==> src/rtl/bru_pkg.sv <==
// Shared definitions for the branch resolve unit: condition codes,
// alu_fetch_interface bit positions and the resolver FSM state type.
package bru_pkg;

  localparam logic [2:0] COND_EQ = 3'd0;
  localparam logic [2:0] COND_NE = 3'd1;
  localparam logic [2:0] COND_LT = 3'd2;
  localparam logic [2:0] COND_GE = 3'd3;
  localparam logic [2:0] COND_CS = 3'd4;
  localparam logic [2:0] COND_CC = 3'd5;
  localparam logic [2:0] COND_AL = 3'd6;
  localparam logic [2:0] COND_NV = 3'd7;

  localparam int AFI_MISPRED   = 0;
  localparam int AFI_BADDR_LSB = 1;
  localparam int AFI_REDIR_LSB = 9;
  localparam int AFI_ISCOND    = 17;
  localparam int AFI_TAKEN     = 18;
  localparam int AFI_W         = 19;

  typedef enum logic [1:0] {RUN, HOLD, SQUASH} bru_state_e;

endpackage

==> src/rtl/bru_cond_eval.sv <==
// Combinational condition-code evaluation against ALU flags (0 cycles).
// No state and no backpressure; shared with predicated-move logic.
module bru_cond_eval
  import bru_pkg::*;
(
  input  logic [2:0] cond,
  input  logic       flag_z,
  input  logic       flag_n,
  input  logic       flag_c,
  output logic       taken
);

  always_comb begin
    taken = 1'b0;
    unique case (cond)
      COND_EQ: taken = flag_z;
      COND_NE: taken = ~flag_z;
      COND_LT: taken = flag_n;
      COND_GE: taken = ~flag_n;
      COND_CS: taken = flag_c;
      COND_CC: taken = ~flag_c;
      COND_AL: taken = 1'b1;
      COND_NV: taken = 1'b0;
      default: taken = 1'b0;
    endcase
  end

endmodule

==> src/rtl/branch_resolve_unit.sv <==
// Resolves conditional branches, 1-cycle registered feedback to fetch; mispredicts hold until pipe_advance,
// then SQUASH_CYCLES advancing cycles drop wrong-path branches. Optional BRU_STATS_EN adds saturating counters.
module branch_resolve_unit
  import bru_pkg::*;
#(
  parameter int ADDR_W        = 8,
  parameter int PC_STEP       = 2,
  parameter int SQUASH_CYCLES = 2
`ifdef BRU_STATS_EN
  ,
  parameter int CNT_W         = 16
`endif
) (
  input  logic              clk,
  input  logic              rst,
`ifdef BRU_STATS_EN
  input  logic              stat_clr,
  output logic [CNT_W-1:0]  stat_branches,
  output logic [CNT_W-1:0]  stat_mispredicts,
`endif
  input  logic              ex_valid,
  input  logic              ex_is_cond,
  input  logic [ADDR_W-1:0] ex_pc,
  input  logic [ADDR_W-1:0] ex_target,
  input  logic              ex_pred_taken,
  input  logic [2:0]        ex_cond,
  input  logic              flag_z,
  input  logic              flag_n,
  input  logic              flag_c,
  input  logic              pipe_advance,
  output logic [AFI_W-1:0]  alu_fetch_interface,
  output logic              bru_busy
);

  localparam int SQ_W = $clog2(SQUASH_CYCLES + 2);

  bru_state_e        state_q, state_d;
  logic [SQ_W-1:0]   cnt_q, cnt_d;
  logic [AFI_W-1:0]  afi_q, afi_d;
  logic              taken;
  logic              accept;
  logic              mispred;
  logic [ADDR_W-1:0] redirect;

  bru_cond_eval u_cond_eval (
    .cond   (ex_cond),
    .flag_z (flag_z),
    .flag_n (flag_n),
    .flag_c (flag_c),
    .taken  (taken)
  );

  assign accept   = ex_valid & ex_is_cond & pipe_advance & (state_q == RUN);
  assign mispred  = taken != ex_pred_taken;
  assign redirect = taken ? ex_target : ex_pc + ADDR_W'(PC_STEP);

  always_comb begin
    state_d = state_q;
    cnt_d   = cnt_q;
    afi_d   = afi_q;
    // Predictor-update strobe is a one-cycle pulse per accepted branch.
    afi_d[AFI_ISCOND] = 1'b0;
    afi_d[AFI_TAKEN]  = 1'b0;
    unique case (state_q)
      RUN: begin
        if (accept) begin
          afi_d[AFI_MISPRED]               = mispred;
          afi_d[AFI_BADDR_LSB +: ADDR_W]   = ex_pc;
          afi_d[AFI_REDIR_LSB +: ADDR_W]   = redirect;
          afi_d[AFI_ISCOND]                = 1'b1;
          afi_d[AFI_TAKEN]                 = taken;
          if (mispred) state_d = HOLD;
        end
      end
      HOLD: begin
        if (pipe_advance) begin
          afi_d[AFI_MISPRED] = 1'b0;
          cnt_d              = SQ_W'(SQUASH_CYCLES);
          state_d            = (SQUASH_CYCLES == 0) ? RUN : SQUASH;
        end
      end
      SQUASH: begin
        if (pipe_advance) begin
          cnt_d = cnt_q - SQ_W'(1);
          if (cnt_q == SQ_W'(1)) state_d = RUN;
        end
      end
      default: state_d = RUN;
    endcase
  end

  always_ff @(posedge clk or posedge rst) begin
    if (rst) begin
      state_q <= RUN;
      cnt_q   <= '0;
      afi_q   <= '0;
    end else begin
      state_q <= state_d;
      cnt_q   <= cnt_d;
      afi_q   <= afi_d;
    end
  end

  assign alu_fetch_interface = afi_q;
  assign bru_busy            = state_q != RUN;

`ifdef BRU_STATS_EN
  logic [CNT_W-1:0] stat_br_q, stat_br_d;
  logic [CNT_W-1:0] stat_mp_q, stat_mp_d;

  // Clear wins over a same-cycle increment; counters stick at all-ones.
  always_comb begin
    stat_br_d = stat_br_q;
    stat_mp_d = stat_mp_q;
    if (stat_clr) begin
      stat_br_d = '0;
      stat_mp_d = '0;
    end else if (accept) begin
      if (~&stat_br_q)            stat_br_d = stat_br_q + CNT_W'(1);
      if (mispred && ~&stat_mp_q) stat_mp_d = stat_mp_q + CNT_W'(1);
    end
  end

  always_ff @(posedge clk or posedge rst) begin
    if (rst) begin
      stat_br_q <= '0;
      stat_mp_q <= '0;
    end else begin
      stat_br_q <= stat_br_d;
      stat_mp_q <= stat_mp_d;
    end
  end

  assign stat_branches    = stat_br_q;
  assign stat_mispredicts = stat_mp_q;
`endif

endmodule
==> config.mk <==
export PLATFORM = sky130hd
export DESIGN_NAME = branch_resolve_unit
export DESIGN_NICKNAME = d
export VERILOG_FILES = /design/src/rtl/bru_pkg.sv /design/src/rtl/bru_cond_eval.sv /design/src/rtl/branch_resolve_unit.sv
export SDC_FILE = /design/constraint.sdc
export NUM_CORES = 1
export LEC_CHECK = 0
export BUFFER_PORTS_ARGS = -buffer_cell sky130_fd_sc_hd__buf_2
export CORE_MARGIN = 1.5
export CORE_UTILIZATION = 43
export DETAILED_ROUTE_END_ITERATION = 10
export GPL_TIMING_DRIVEN = 0
export PLACE_DENSITY = 0.85
export SYNTH_ARGS = -nofsm -noshare
export SYNTH_HDL_FRONTEND = slang
export SYNTH_SLANG_ARGS = --single-unit
==> constraint.sdc <==
create_clock -name clk -period 1.4 [get_ports clk]
set_input_delay 0 -clock clk [delete_from_list [all_inputs] [get_ports clk]]
set_output_delay 0 -clock clk [all_outputs]
set_load 0.005 [all_outputs]
== After elaboration in Yosys (flattened, before gate mapping) ==
Index checks and enable logic that the tools add are counted.
Storage, ports and cells
  register bits: 23
  input port bits: 28
  output and inout bits: 20
  logic and storage cells: 52
Cells by class
  add/sub/neg operators: 2
  equality and inequality tests: 16
  multiplexer cells: 14
  bitwise gates (word level): 6
  reduce and logical (&&, ||, !) cells: 9
Operators by type and width (number)
  2-to-1 mux 19 bit: 1
  2-to-1 mux 18 bit: 1
  equality test 3 bit, second input constant: 4
  2-to-1 mux 2 bit: 6
  inequality test 2 bit, second input constant: 5
  adder 8 x 2 -> 8 bit, second input constant: 1
  2-to-1 mux 8 bit: 1
  one-hot mux 1 bit (8 select lines): 1
  equality test 3 x 2 -> 1 bit, second input constant: 2
  one-hot mux 2 bit (3 select lines): 1
  AND reduction 3 bit: 2
  nonzero test 2 bit: 3
  AND reduction 5 bit: 1
  equality test 2 x 1 -> 1 bit, second input constant: 2
  one-hot mux 2 bit (2 select lines): 1
  AND 1 bit: 3
  equality test 3 x 1 -> 1 bit, second input constant: 1
  logical NOT 3 bit: 1
  NOT 1 bit: 3
  equality test 2 bit, second input constant: 1
  logical NOT 2 bit: 1
  one-hot mux 1 bit (2 select lines): 1
  AND reduction 2 bit: 1
  subtractor 2 x 1 -> 2 bit, second input constant: 1
  2 further kinds: 2

== Longest topological paths before layout ==
  depth after elaboration: 6
  gate-level depth with buffers: 7
  depth with buffers taken out: 5

== By module ==
Synthesis repeated with hierarchy kept, for this count alone.
Second synthesis, totals
  cells, all modules: 112
  area, all modules: 1237.4 sq um
Modules (own cells, without submodules)
  branch_resolve_unit: times used 1, cells each 108, area each 1204.9 sq um
  bru_cond_eval: times used 1, cells each 4, area each 32.5 sq um

== Least setup slack after synthesis ==
OpenSTA, ideal clock, no wires.
  path kind: register to register
  start: register state_q[1]
  end: register afi_q[13], in the netlist alu_fetch_interface[13]
  library setup time: 95 ps
  data arrival time: 1327 ps
  required time: 1305 ps
  setup slack: -23 ps
  cell stages (with the launch flop): 6
  path buffers: 2
  clock period less this slack: 1423 ps
  cell sequence: dfrtp_1 buf_2 nand4b_1 or2b_1 clkbuf_1 o31ai_1
On the way
  longest elaborated chain between the ends: 3
RTL lines
  from (decl): RTL line branch_resolve_unit.sv:37  | bru_state_e state_q, state_d;
  from (signal assigned): RTL line branch_resolve_unit.sv:98  | state_q <= state_d;
  logical NOT 2 bit (*): RTL line branch_resolve_unit.sv:53, branch_resolve_unit.sv:64
  AND 1 bit: RTL line branch_resolve_unit.sv:53  | assign accept = ex_valid & ex_is_cond & pipe_advance & (state_q == RUN);
  AND reduction 2 bit (no source line) (*)
  to (signal assigned): RTL line branch_resolve_unit.sv:100  | afi_q <= afi_d;
  to (decl): RTL line branch_resolve_unit.sv:39  | logic [AFI_W-1:0] afi_q, afi_d;
Every way passes the cells marked *; elsewhere a longest branch is shown, timed or not.
A chain may end at the register's enable or synchronous reset.

== Worst setup path in the final report ==
  start: register state_q[1]
  end: register afi_q[14], in the netlist alu_fetch_interface[14]
The elaborated chain is that of the path after synthesis.

==> impl_metrics.json <==
{
  "slew_viol_final": 0,
  "grt_usage_pct": 21.48,
  "io_buffers": 47,
  "min_period_ns": 1.382,
  "syn-instance-count": 136,
  "yosysSeqAreaShare_pct": 47.52,
  "grt_overflow": 0,
  "use_met2_pct": 36.97,
  "worstSetupPathType": "reg -> reg",
  "worst_setup_path_end_kind": "register",
  "place_hpwl_um": 2121,
  "clkSinkCount": 23,
  "critical_path_peak_fanout": 5,
  "fin_cells": 234,
  "vias_per_cell": 5.427,
  "postLayoutCoreUtil_pct": 63.43,
  "worst_pin_slew_ns": 0.8585,
  "reg2reg_to": "alu_fetch_interface[14]",
  "gp_congestion": 0.8180,
  "synth_top_area_share_pct": 47.52,
  "use_met1_pct": 29.44,
  "fp.dieH_um": 56.07,
  "tritoncts": "done",
  "nets": 234,
  "holdCritPathClass": "in -> reg",
  "cp-endpoint": "alu_fetch_interface[14]",
  "antenna_found_initial": 0,
  "ys_types": 36,
  "rrSetupSlack_ns": 0.02,
  "dieArea_sq_um": 3144,
  "drcViolationCount": 0,
  "syn-num-nets": 166,
  "drt-total-wl_um": 3208,
  "drive_above_1_share_pct": 33.50,
  "yosys-top-cells-area": "dfrtp_1 48%, nand2_1 12%, nand3_1 3.3%, ha_1 2.1%, nor3_1 2.1%",
  "clock_path_buffers": 2,
  "n_antenna_cell": 0,
  "finalSetupViolations": 0,
  "rsz0062_at_grt": "true",
  "routedWlPerCell_um": 13.71,
  "required_ns": 1.62,
  "synth_largest_area_cell": "dfrtp_1",
  "path_clk_slew_ns": 0.12,
  "synth_area_sq_um": 1211,
  "max_freq_mhz": 723.5,
  "via_count": 1270,
  "fin_worst_skew_ns": 0.01527,
  "drv_cap": 0,
  "drtAntennaViolNets": 0,
  "start_kind": "register",
  "p_leak_nw": 0.8761,
  "worstPathArrival_ns": 1.60,
  "power_density_nw_per_um2": 1290,
  "status": "finished, final reports clean",
  "post-route-period-util_pct": 98.73,
  "htree_levels": 1,
  "synth_area_per_cell_sq_um": 8.906,
  "area_growth_pct": 41.94,
  "numCtsBuffers": 3,
  "maxSlewHeadroom_pct": 42.71,
  "final_hold_viol_count": 0,
  "worstSkewPairLatency_ns": 0.31,
  "reg2regPathDepth": 4,
  "r2r_start": "state_q[1]",
  "grt_pass1_wl_um": 5375,
  "die_x_um": 56.07,
  "initial_utilization_pct": 44.69,
  "ys_ff_latch": 23,
  "multi_input_area_sq_um": 615.6,
  "ir_worst_vdd_mv": 1.026,
  "ios": 48,
  "root_buffer": "clkbuf_4",
  "final-seq-area_sq_um": 576.8,
  "grtUsageMet3_pct": 3.256,
  "core-area_sq_um": 2710,
  "place_inst": 214,
  "cp-startpoint": "state_q[1]",
  "synth_warnings": 0,
  "grt_pass1_vias": 1184,
  "fillers": 231,
  "num_rows": 19,
  "dr.pass1.iters": 4,
  "drt_iter0_drc": 35,
  "grt_max_degree": 24,
  "holdPathStages": 3,
  "busiest_layer": "met2"
}
sequential cells by signal, summed over array words and instances (netlist names):
name                 count
alu_fetch_interface     19
cnt_q                    2
state_q                  2
worst max-delay path, cell delays in order (launching register included):
cell and delay [ns]:
dfrtp_2 0.42, nand4b_1 0.18, or2b_4 0.30, clkbuf_8 0.17, o31ai_1 0.23
Yosys cell counts:
master	number
xnor3_1	1
o311ai_2	1
dfrtp_1	23
nor3_1	5
o31ai_2	1
or2_2	1
clkinv_1	1
o31ai_1	2
and2_1	1
nand4b_1	1
nand2b_1	1
o22ai_1	3
xnor2_1	2
a22o_1	1
nor2_1	6
or4b_4	1
o221ai_1	2
mux2i_1	2
o311a_2	1
clkbuf_1	3
inv_1	5
o21ai_1	1
nand2_1	39
a21oi_1	4
o21a_1	2
or2b_1	1
a31oi_1	3
o211ai_1	1
buf_2	2
o32ai_1	1
nand3_1	8
a22oi_1	1
a21o_1	1
o21ai_0	5
ha_1	2
xor2_1	1
cell families after synthesis:
group	Yosys count	share of synthesized area [%]
AND/OR/NAND/NOR	64	23.35
AO/OA/AOI/OAI	30	17.77
flip-flops	23	47.52
buffers and inverters	11	3.616
XOR/XNOR	4	4.029
multiplexers	2	1.653
adder cells (fa/ha/maj)	2	2.066
where the power goes:
| group | total [mW] | switching [mW] | internal (mW) |
|---|---|---|---|
| Combinational | 0.879 | 0.433 | 0.446 |
| Sequential | 1.03 | 0.128 | 0.899 |
| Clock | 0.311 | 0.205 | 0.107 |
metrics by stage:
stage	power (mW)	area, sq um	TNS, ns	hold slack (ns)	worst slack, ns
final	2.218	1719	0	0.009694	0.01783
after global routing	2.393	1719	-0.01724	0.0003158	-0.007646
after CTS	2.183	1695	0	0.009215	0.01518
after detailed placement	1.822	1489	-1.942	0.2264	-0.1496
after global placement	1.788	1489	-1.558	0.2165	-0.1311
after floorplan	1.460	1215	0	0.001924	0.006553
layout by cell type, fill, tap and decap left out, types with 2 or more instances in the layout:
| cell | synthesis | layout |
|---|---|---|
| dlygate4sd3_1 | 0 | 14 |
| a31oi_1 | 3 | 3 |
| nor3_1 | 5 | 5 |
| nor2_1 | 6 | 6 |
| nand3_1 | 8 | 8 |
| buf_4 | 0 | 2 |
| ha_1 | 2 | 2 |
| o21ai_0 | 5 | 5 |
| nand2_1 | 39 | 39 |
| buf_2 | 2 | 48 |
| a21oi_1 | 4 | 4 |
| o21a_1 | 2 | 2 |
| o22ai_1 | 3 | 3 |
| inv_1 | 5 | 4 |
| mux2i_1 | 2 | 2 |
| dfrtp_1 | 23 | 22 |
| clkbuf_4 | 0 | 4 |
| xnor2_1 | 2 | 2 |
cell type report:
class                      count  area share (%)
sequential                    23           33.55
timing repair buffer          64           23.14
clock buffer                   3           1.310
multi-input combinational    102           35.81
inverter                       6           1.456
clock inverter                 1          0.2911
tap                           31           2.256
buffer                         4           2.183
layer usage:
metal | wire length [um] | up-vias
met5 | 0 | -
met4 | 0 | 0
met3 | 140 | 0
met2 | 1691 | 37
met1 | 1376 | 622
li1 | - | 611
timing repair:
item,4_1_cts,5_1_grt
cloned,1,0
buffers inserted,2,0
gates resized for setup,7,7
setup endpoints to repair,20,16
hold buffers,14,0
endpoints found under the hold margin,37,0
worst min path at each step:
stage | start | end | slack, ns
6_report | ex_target[7] | alu_fetch_interface[16] | 0.01
5_1_grt | ex_target[7] | alu_fetch_interface[16] | 0.0003
4_1_cts | ex_target[7] | alu_fetch_interface[16] | 0.009
3_5_place_dp | rst | alu_fetch_interface[6] | 0.23
3_3_place_gp | rst | alu_fetch_interface[17] | 0.22
2_1_floorplan | rst | alu_fetch_interface[0] | 0.002
(Power assumes the default switching activity.)
